File: src/rtl/hazard_pkg.sv
// Shared definitions for the pipeline hazard sequencer.
//   - RV32I opcode constants
//   - hz_state_t: hazard sequencer states
//   - rd/rs1/rs2/opcode field-slice helpers
package hazard_pkg;

  localparam logic [6:0] OP_R      = 7'b0110011;
  localparam logic [6:0] OP_I      = 7'b0010011;
  localparam logic [6:0] OP_LOAD   = 7'b0000011;
  localparam logic [6:0] OP_STORE  = 7'b0100011;
  localparam logic [6:0] OP_BRANCH = 7'b1100011;
  localparam logic [6:0] OP_JALR   = 7'b1100111;
  localparam logic [6:0] OP_JAL    = 7'b1101111;
  localparam logic [6:0] OP_LUI    = 7'b0110111;
  localparam logic [6:0] OP_AUIPC  = 7'b0010111;

  typedef enum logic [1:0] {
    RUN      = 2'd0,
    LD_STALL = 2'd1,
    FLUSH    = 2'd2,
    MEM_WAIT = 2'd3
  } hz_state_t;

  function automatic logic [6:0] opcode(input logic [31:0] inst);
    return inst[6:0];
  endfunction

  function automatic logic [4:0] rd(input logic [31:0] inst);
    return inst[11:7];
  endfunction

  function automatic logic [4:0] rs1(input logic [31:0] inst);
    return inst[19:15];
  endfunction

  function automatic logic [4:0] rs2(input logic [31:0] inst);
    return inst[24:20];
  endfunction

endpackage

File: src/rtl/hazard_ctrl_load_use_detect.sv
// load_use_detect: combinational load-use hazard detector.
// Flags a hazard when the load in EX writes a non-zero rd that the
// instruction in ID actually reads as rs1 or rs2.
// Ports:
//   inst_id  in  32  consumer instruction (ID)
//   inst_ex  in  32  producer instruction (EX)
//   valid_id in  1   inst_id valid
//   valid_ex in  1   inst_ex valid
//   hazard   out 1   load-use hazard present
module load_use_detect
  import hazard_pkg::*;
(
  input  logic [31:0] inst_id,
  input  logic [31:0] inst_ex,
  input  logic        valid_id,
  input  logic        valid_ex,
  output logic        hazard
);

  logic [6:0] op_id;
  logic [6:0] op_ex;
  logic [4:0] ex_rd;
  logic       uses_rs1;
  logic       uses_rs2;
  logic       unused_fields;

  assign op_id = opcode(inst_id);
  assign op_ex = opcode(inst_ex);
  assign ex_rd = rd(inst_ex);

  // Only formats that really read a register field may create a hazard;
  // U/J formats carry immediate bits in those positions.
  assign uses_rs1 = (op_id == OP_R)     || (op_id == OP_I)      ||
                    (op_id == OP_LOAD)  || (op_id == OP_STORE)  ||
                    (op_id == OP_BRANCH)|| (op_id == OP_JALR);
  assign uses_rs2 = (op_id == OP_R) || (op_id == OP_STORE) || (op_id == OP_BRANCH);

  assign hazard = valid_ex && valid_id && (op_ex == OP_LOAD) && (ex_rd != 5'd0) &&
                  ((uses_rs1 && (ex_rd == rs1(inst_id))) ||
                   (uses_rs2 && (ex_rd == rs2(inst_id))));

  assign unused_fields = ^{inst_id[31:25], inst_id[14:7], inst_ex[31:12]};

endmodule

File: src/rtl/hazard_ctrl.sv
// hazard_ctrl: pipeline hazard sequencer for the RV32I 5-stage core.
// Inserts load-use bubbles, sequences mispredict flushes and freezes the
// pipe while data memory is busy. Priority: memory wait > mispredict >
// load-use.
// Optional feature macro: HAZARD_PERF_CNT_EN (performance counters;
// when undefined stall_cnt/flush_cnt are tied to 0).
// Ports:
//   clk, rst_n             clock, async active-low reset
//   inst_id/inst_ex        instructions in ID / EX
//   valid_id/valid_ex      instruction valids
//   mispredict             EX resolved a mispredicted branch/JALR
//   dmem_req/dmem_ready    MEM-stage request / completion
//   stall_pc, stall_if_id  hold PC / IF/ID
//   bubble_ex              load NOP into ID/EX
//   flush_if_id/id_ex      clear IF/ID / ID/EX
//   freeze_all             hold every pipeline register
//   stall_cnt, flush_cnt   performance counters (saturating)
module hazard_ctrl
  import hazard_pkg::*;
#(
  parameter int unsigned LOAD_STALL_CYCLES = 1,
  parameter int unsigned FLUSH_CYCLES      = 1,
  parameter int unsigned CNT_W             = 32
) (
  input  logic             clk,
  input  logic             rst_n,
  input  logic [31:0]      inst_id,
  input  logic [31:0]      inst_ex,
  input  logic             valid_id,
  input  logic             valid_ex,
  input  logic             mispredict,
  input  logic             dmem_req,
  input  logic             dmem_ready,
  output logic             stall_pc,
  output logic             stall_if_id,
  output logic             bubble_ex,
  output logic             flush_if_id,
  output logic             flush_id_ex,
  output logic             freeze_all,
  output logic [CNT_W-1:0] stall_cnt,
  output logic [CNT_W-1:0] flush_cnt
);

  localparam logic [1:0] LD_EXTRA = 2'(LOAD_STALL_CYCLES - 1);
  localparam logic [1:0] FL_EXTRA = 2'(FLUSH_CYCLES - 1);

  hz_state_t  state_q, state_d;
  hz_state_t  saved_state_q, saved_state_d;
  logic [1:0] cnt_q, cnt_d;
  logic [1:0] saved_cnt_q, saved_cnt_d;
  logic       live_q;
  logic       hazard;
  logic       mem_stall;

  load_use_detect u_load_use_detect (
    .inst_id  (inst_id),
    .inst_ex  (inst_ex),
    .valid_id (valid_id),
    .valid_ex (valid_ex),
    .hazard   (hazard)
  );

  assign mem_stall = dmem_req && !dmem_ready;

  // live_q keeps the block inert (outputs 0, no state change) for the
  // first clock after reset release.
  always_ff @(posedge clk or negedge rst_n) begin
    if (!rst_n) begin
      live_q        <= 1'b0;
      state_q       <= RUN;
      cnt_q         <= '0;
      saved_state_q <= RUN;
      saved_cnt_q   <= '0;
    end else begin
      live_q        <= 1'b1;
      state_q       <= state_d;
      cnt_q         <= cnt_d;
      saved_state_q <= saved_state_d;
      saved_cnt_q   <= saved_cnt_d;
    end
  end

  // cnt_q holds the remaining extra cycles of LD_STALL or FLUSH; a memory
  // wait parks it together with the interrupted state.
  always_comb begin
    state_d       = state_q;
    cnt_d         = cnt_q;
    saved_state_d = saved_state_q;
    saved_cnt_d   = saved_cnt_q;
    if (live_q) begin
      if (state_q == MEM_WAIT) begin
        if (dmem_ready) begin
          state_d = saved_state_q;
          cnt_d   = saved_cnt_q;
        end
      end else if (mem_stall) begin
        state_d       = MEM_WAIT;
        saved_state_d = state_q;
        saved_cnt_d   = cnt_q;
      end else if (mispredict) begin
        if (FLUSH_CYCLES > 1) begin
          state_d = FLUSH;
          cnt_d   = FL_EXTRA;
        end else begin
          state_d = RUN;
          cnt_d   = '0;
        end
      end else begin
        case (state_q)
          RUN: begin
            if (hazard && (LOAD_STALL_CYCLES > 1)) begin
              state_d = LD_STALL;
              cnt_d   = LD_EXTRA;
            end
          end
          LD_STALL, FLUSH: begin
            if (cnt_q <= 2'd1) begin
              state_d = RUN;
              cnt_d   = '0;
            end else begin
              cnt_d = cnt_q - 2'd1;
            end
          end
          default: ;
        endcase
      end
    end
  end

  always_comb begin
    stall_pc    = 1'b0;
    stall_if_id = 1'b0;
    bubble_ex   = 1'b0;
    flush_if_id = 1'b0;
    flush_id_ex = 1'b0;
    freeze_all  = 1'b0;
    if (live_q) begin
      if (state_q == MEM_WAIT) begin
        freeze_all = !dmem_ready;
      end else if (mem_stall) begin
        freeze_all = 1'b1;
      end else if (mispredict || (state_q == FLUSH)) begin
        flush_if_id = 1'b1;
        flush_id_ex = 1'b1;
      end else if ((state_q == LD_STALL) || hazard) begin
        stall_pc    = 1'b1;
        stall_if_id = 1'b1;
        bubble_ex   = 1'b1;
      end
    end
  end

`ifdef HAZARD_PERF_CNT_EN
  logic [CNT_W-1:0] stall_cnt_q;
  logic [CNT_W-1:0] flush_cnt_q;
  logic             stall_evt;
  logic             flush_evt;

  assign stall_evt = stall_pc || freeze_all;
  // A flush output together with mispredict marks a new flush event;
  // flush without mispredict is the tail of an earlier one.
  assign flush_evt = flush_if_id && mispredict;

  always_ff @(posedge clk or negedge rst_n) begin
    if (!rst_n) begin
      stall_cnt_q <= '0;
      flush_cnt_q <= '0;
    end else begin
      if (stall_evt && (stall_cnt_q != '1)) stall_cnt_q <= stall_cnt_q + CNT_W'(1);
      if (flush_evt && (flush_cnt_q != '1)) flush_cnt_q <= flush_cnt_q + CNT_W'(1);
    end
  end

  assign stall_cnt = stall_cnt_q;
  assign flush_cnt = flush_cnt_q;
`else
  assign stall_cnt = '0;
  assign flush_cnt = '0;
`endif

endmodule

File: config.mk
export PLATFORM = sky130hd
export DESIGN_NAME = hazard_ctrl
export DESIGN_NICKNAME = d
export VERILOG_FILES = /design/src/rtl/hazard_pkg.sv /design/src/rtl/hazard_ctrl_load_use_detect.sv /design/src/rtl/hazard_ctrl.sv
export SDC_FILE = /design/constraint.sdc
export NUM_CORES = 1
export LEC_CHECK = 0
export BUFFER_PORTS_ARGS = -buffer_cell sky130_fd_sc_hd__buf_2
export CORE_MARGIN = 2
export CORE_UTILIZATION = 30
export CTS_CLUSTER_DIAMETER = 40
export DETAILED_ROUTE_END_ITERATION = 7
export PLACE_DENSITY = 0.76
export SYNTH_ARGS = -nofsm -noshare
export SYNTH_HDL_FRONTEND = slang
export SYNTH_SLANG_ARGS = --single-unit
File: constraint.sdc
create_clock -name clk -period 1.6 [get_ports clk]
set_clock_uncertainty 0.1 [all_clocks]
set_input_delay 0.24 -clock clk [delete_from_list [all_inputs] [get_ports clk]]
set_output_delay 0.24 -clock clk [all_outputs]
set_load 0.005 [all_outputs]
Yosys cells after proc, flatten, opt, wreduce, memory -nomap -nowiden
Cells that the tools add are included.
{"block": "word_totals", "regBits": 9, "out_inout_bits": 70, "word_cells": 72}
{"block": "classes", "addsub": 1, "n_lt_le_gt_ge": 1, "n_eq_ne": 14, "n_mux": 24, "n_bitwise": 1, "reduce_logical": 26}
{"op": "$mux W2", "count": 12}
{"op": "$eq A7 B2 Y1 const B", "count": 2}
{"op": "$eq A7 B6 Y1 const B", "count": 2}
{"op": "$eq A7 B7 Y1 const B", "count": 2}
{"op": "$mux W1", "count": 12}
{"op": "$eq A5 B5 Y1", "count": 2}
{"op": "$logic_or A1 B1 Y1", "count": 10}
{"op": "$reduce_and A4 Y1", "count": 2}
{"op": "$reduce_bool A4 Y1", "count": 2}
{"op": "$eq A7 B5 Y1 const B", "count": 1}
{"op": "$logic_and A1 B1 Y1", "count": 7}
{"op": "$reduce_bool A5 Y1", "count": 1}
{"op": "$eq A2 B2 Y1 const B", "count": 2}
{"op": "$reduce_and A3 Y1", "count": 1}
{"op": "$reduce_bool A3 Y1", "count": 1}
{"op": "$eq A2 B1 Y1 const B", "count": 1}
{"op": "$le A2 B1 Y1 const B", "count": 1}
{"op": "$ne A2 B1 Y1 const B", "count": 1}
{"op": "$ne A2 B2 Y1 const B", "count": 1}
{"op": "$reduce_or A2 Y1", "count": 1}
{"op": "$sub A2 B1 Y2 const B", "count": 1}
{"op": "$logic_not A1 Y1", "count": 1}
{"op": "$not A1 Y1", "count": 1}

Longest topological paths before layout
{"block": "logic_depth", "depth_word": 15, "mapped_depth": 7}

Hierarchy
A second synthesis with hierarchy kept.
{"block": "hier_totals", "cells_unflattened": 146, "area_unflattened_um2": 1238.7}
{"module": "hazard_ctrl", "n_inst": 1, "cells_each": 120, "area_each_um2": 1042.2, "seq_area_each_um2": 225.2}
{"module": "load_use_detect", "n_inst": 1, "cells_each": 26, "area_each_um2": 196.4, "seq_area_each_um2": 0.0}

Least setup slack after synthesis
OpenSTA, ideal clock, no wires.
{"block": "synth_path", "path_kind": "input to output", "start": "in inst_ex[3]", "end": "out stall_if_id", "arrival_ps": 1523, "required_ps": 1260, "setup_slack_ps": -263, "stages": 6, "path_cell_list": "or3_1 -> or3_1 -> nor4_2 -> o2111ai_1 -> o21ai_1 -> buf_4"}
{"block": "synth_via", "elab_chain_len": 10}
{"item": "start: declaration", "line": "hazard_ctrl.sv:28", "rtl": "input logic [31:0] inst_ex,"}
{"item": "$eq A7 B2 Y1", "line": "hazard_ctrl_load_use_detect.sv:38", "rtl": "assign hazard = valid_ex && valid_id && (op_ex == OP_LOAD) && (ex_rd != 5'd0) &&"}
{"item": "$logic_and A1 B1 Y1 (3 in a row)", "line": "hazard_ctrl_load_use_detect.sv:38"}
{"item": "$logic_or A1 B1 Y1", "line": "hazard_ctrl.sv:145", "rtl": "end else if ((state_q == LD_STALL) || hazard) begin"}
{"item": "$mux W1 (5 in a row)"}
{"item": "end: declaration", "line": "hazard_ctrl.sv:35", "rtl": "output logic stall_if_id,"}
No other way between the ends.

Worst setup path after layout
{"block": "layout_path", "start": "reg state_q[1]", "end": "out stall_pc"}
{"block": "layout_via", "elab_chain_len": 7, "elab_cells_between_ends": 10, "classes_between": "3 x eq/ne; 5 x mux; 2 x reduce/logical"}
{"item": "start: declaration", "line": "hazard_ctrl.sv:47", "rtl": "hz_state_t state_q, state_d;"}
{"item": "start signal: assignment", "line": "hazard_ctrl.sv:76", "rtl": "state_q <= state_d;"}
{"item": "$eq A2 B1 Y1", "line": "hazard_ctrl.sv:145"}
{"item": "$logic_or A1 B1 Y1", "line": "hazard_ctrl.sv:145"}
{"item": "$mux W1", "line": "hazard_ctrl.sv:145"}
{"item": "$mux W1", "line": "hazard_ctrl.sv:142", "rtl": "end else if (mispredict || (state_q == FLUSH)) begin"}
{"item": "$mux W1", "line": "hazard_ctrl.sv:140", "rtl": "end else if (mem_stall) begin"}
{"item": "$mux W1 (*)", "line": "hazard_ctrl.sv:138", "rtl": "if (state_q == MEM_WAIT) begin"}
{"item": "$mux W1 (*)", "line": "hazard_ctrl.sv:137", "rtl": "if (live_q) begin"}
{"item": "end: declaration", "line": "hazard_ctrl.sv:34", "rtl": "output logic stall_pc,"}
Every way passes the cells marked *; elsewhere a longest branch is shown, timed or not.

==> impl_metrics.toml <==
[cells_and_area]
fin_util_pct = 38.5
antenna-diode-count = 0
layout.nets = 288
design_area_um2 = 1520
drive_gt1_share_pct = 40.1
area_delta_synth_final_pct = 25.5
fill_cells = 418

[place]
io_buffers = 41
dp_hpwl_mm = 1.96
place_congestion = 0.819
preCtsSetupSlack_ps = -471
place_area_um2 = 1340

[pwr]
intPower_mw = 0.661
p_clk_share_pct = 26.4
power_mw = 0.968
ir_worst_vdd_mv = 0.620
pwr-share-comb_pct = 41.9
swShare_pct = 31.7
power.leakage_nw = 0.818
p_per_area_nw_per_um2 = 638
p_sw_mw = 0.307
power.share.sequential_pct = 31.7

[timing]
fin_crit_ps = 2010
period_share_pct = 126
slew_viol_final = 0
clock.fmax_mhz = 498
rsz0062_at_grt = "yes"
setup_tns_ps = -1640
finalHoldViolCount = 0
setup_ws_ps = -409
finalSetupViolations = 8

[drt]
dr.pass1.iters = 4
drc = 0
drtAntennaViolNets = 0
wirelength_mm = 2.32
drt-initial-drc-count = 15
vias_per_cell = 3.71
routed-via-count = 971
wl_per_cell_um = 8.84

[floorplan]
fp.coreArea_um2 = 3940
start_util_pct = 30.7
die_w_um = 67.5
rows = 23
fp.dieArea_um2 = 4550
die_h_um = 67.5
pin_count = 141

[grt]
top_usage_layer = "met2"
grt_pass1_wl_mm = 3.42
grt_start_max_net_pins = 11
use_met2_pct = 18.0
grt_pass1_vias = 833
gr-total-overflow = 0
use_met1_pct = 11.3
grtUsageMet3_pct = 1.83
antenna_found_initial = 0
track_usage_pct = 9.85

[yosys]
netlist_instances = 149
yosysUniqueCellTypes = 33
synth_area_um2 = 1210
avgSynthCellArea_um2 = 8.11
yosysWarnings = 0
yosys_register_bits = 9
yosysSeqAreaShare_pct = 18.6

[run_status]
status = "finished with violations"
violations = "negative setup slack"

[clocking]
h-tree-depth = 1
clock_latency_ps = 230
path_clk_slew_ps = 40
cts_tree = "yes"
clock_path_buffers = 2
cts_made_buffers = 3
cts-root-buf = "clkbuf_8"
cts_sinks = 9

[hold_path]
hold_class = "in2async"

[setup_path]
startpoint_type = "flip-flop"
worstPathRequired_ps = 1260
worstSetupPathType = "reg2out"
cp.arrival_ps = 1670
worstSetupEndpointType = "output pin"
r2r_cells = 8
crit_fanout = 3

[job]
drv_cap = 0
[flip-flops by register name (all words and copies together), names as in the netlist]
signal / cells
cnt_q: 2
live_q: 1
saved_cnt_q: 2
saved_state_q: 2
state_q: 2
[power by group through the flow]
stage	Sequential [mW]	Combinational (mW)	Clock [mW]
global route	0.314	0.461	0.277
floorplan	0.305	0.290	0
finish	0.307	0.406	0.256
global placement	0.309	0.322	0
detailed placement	0.312	0.330	0
CTS	0.305	0.379	0.267
[cells in the final DEF, fill, tap and decap left out, types with 2 or more instances in the layout]
cell type and n:
a21oi_1 3, buf_2 40, buf_4 23, clkbuf_8 3, conb_1 65, dfrtp_1 9
ha_1 2, inv_1 5, inv_2 2, mux2_2 4, nand2_1 7, nand2b_1 2
nor2_1 3, o21ai_0 5, o21ai_2 2, xnor2_1 5, xor2_1 5
[final timing paths]
check	from	slack, ps	endpoint
worst max-delay path	state_q[1]$_DFFE_PN0P_	-410	stall_pc
worst min register to register	saved_cnt_q[1]$_DFFE_PN0P_	400	saved_cnt_q[1]$_DFFE_PN0P_
worst min-delay path	rst_n	290	saved_cnt_q[0]$_DFFE_PN0P_
max in group asynchronous	rst_n	930	state_q[1]$_DFFE_PN0P_
worst max register to register	state_q[0]$_DFFE_PN0P_	-50	cnt_q[1]$_DFFE_PN0P_
min in group clk	dmem_req	340	cnt_q[1]$_DFFE_PN0P_
[stage by stage]
stage | hold WS, ps | cells
final | 290 | 262
after global routing | 315 | 262
after CTS | 287 | 261
after detailed placement | -1.18 | 252
after global placement | -4.29 | 252
after floorplan | -156 | 212
[synthesized netlist by cell type]
master / instances / share of area, %
a32o_1: 1 / 0.83
clkbuf_1: 1 / 0.31
a21oi_1: 3 / 1.2
nand3b_1: 1 / 0.62
o21ai_0: 6 / 2.5
nor3b_1: 1 / 0.62
nand3_1: 2 / 0.83
nand2b_1: 2 / 1.0
dfrtp_1: 9 / 19
o311a_1: 1 / 0.83
inv_1: 7 / 2.2
xnor2_1: 5 / 3.6
or3_1: 2 / 1.0
buf_4: 67 / 42
and3_1: 1 / 0.52
or4_1: 1 / 0.62
a2111oi_0: 1 / 0.72
mux2_2: 4 / 3.7
conb_1: 2 / 0.62
nand2_1: 7 / 2.2
o22ai_1: 1 / 0.52
a41oi_1: 1 / 0.72
ha_1: 4 / 4.1
nor2_1: 5 / 1.6
nand4_1: 1 / 0.52
buf_2: 1 / 0.41
nor3_1: 2 / 0.83
o21ai_1: 1 / 0.41
o2111ai_1: 1 / 0.72
nor4_2: 1 / 1.0
xor2_1: 5 / 3.6
nor4_1: 1 / 0.52
o31a_1: 1 / 0.72
[worst max-delay path: stages (launching register included)]
cell and delay [ps]:
dfrtp_1 390, buf_4 150, ha_4 160, nor3_4 170, buf_4 140, o2111ai_2 90, o21ai_2 190, buf_2 150
[layer usage]
metal  vias to the layer above  part of all wire [%]  routed length (um)
met3                         0                   7.4                 172
met5                         -                     0                   0
met4                         0                     0                   0
li1                        485                     -                   -
met2                        49                    53                1220
met1                       437                    40                 924
[cell type report]
class	instances	area (um2)	area share, %
multi-input cells	127	763	50.3
repair buffers	65	394	26.0
well taps	50	62.6	4.13
clock buffers	4	45.0	2.97
flip-flops and latches	9	225	14.9
inverters	7	26.3	1.73
[timing repair]
action	in CTS	in global routing
buffers inserted	4	1
endpoints found under the hold margin	9	0
hold buffers	1	0
endpoints found under the setup margin	12	14
pin swaps	4	3
resized for setup	12	9
gates cloned	0	0
[logic make-up (layout without fill, tap and decap cells)]
| group | count (synthesis) | count (layout) | share of synthesized area, % |
|---|---|---|---|
| AND/OR/NAND/NOR | 27 | 27 | 11.9 |
| AO/OA/AOI/OAI | 17 | 17 | 9.21 |
| buffers and inverters | 76 | 76 | 44.5 |
| XOR/XNOR | 10 | 10 | 7.25 |
| flip-flops | 9 | 9 | 18.6 |
| adder cells (fa/ha/maj) | 4 | 4 | 4.14 |
| multiplexers | 4 | 4 | 3.73 |
| other | 2 | 65 | 0.621 |
Note: power is estimated with default switching activity, not from simulation.
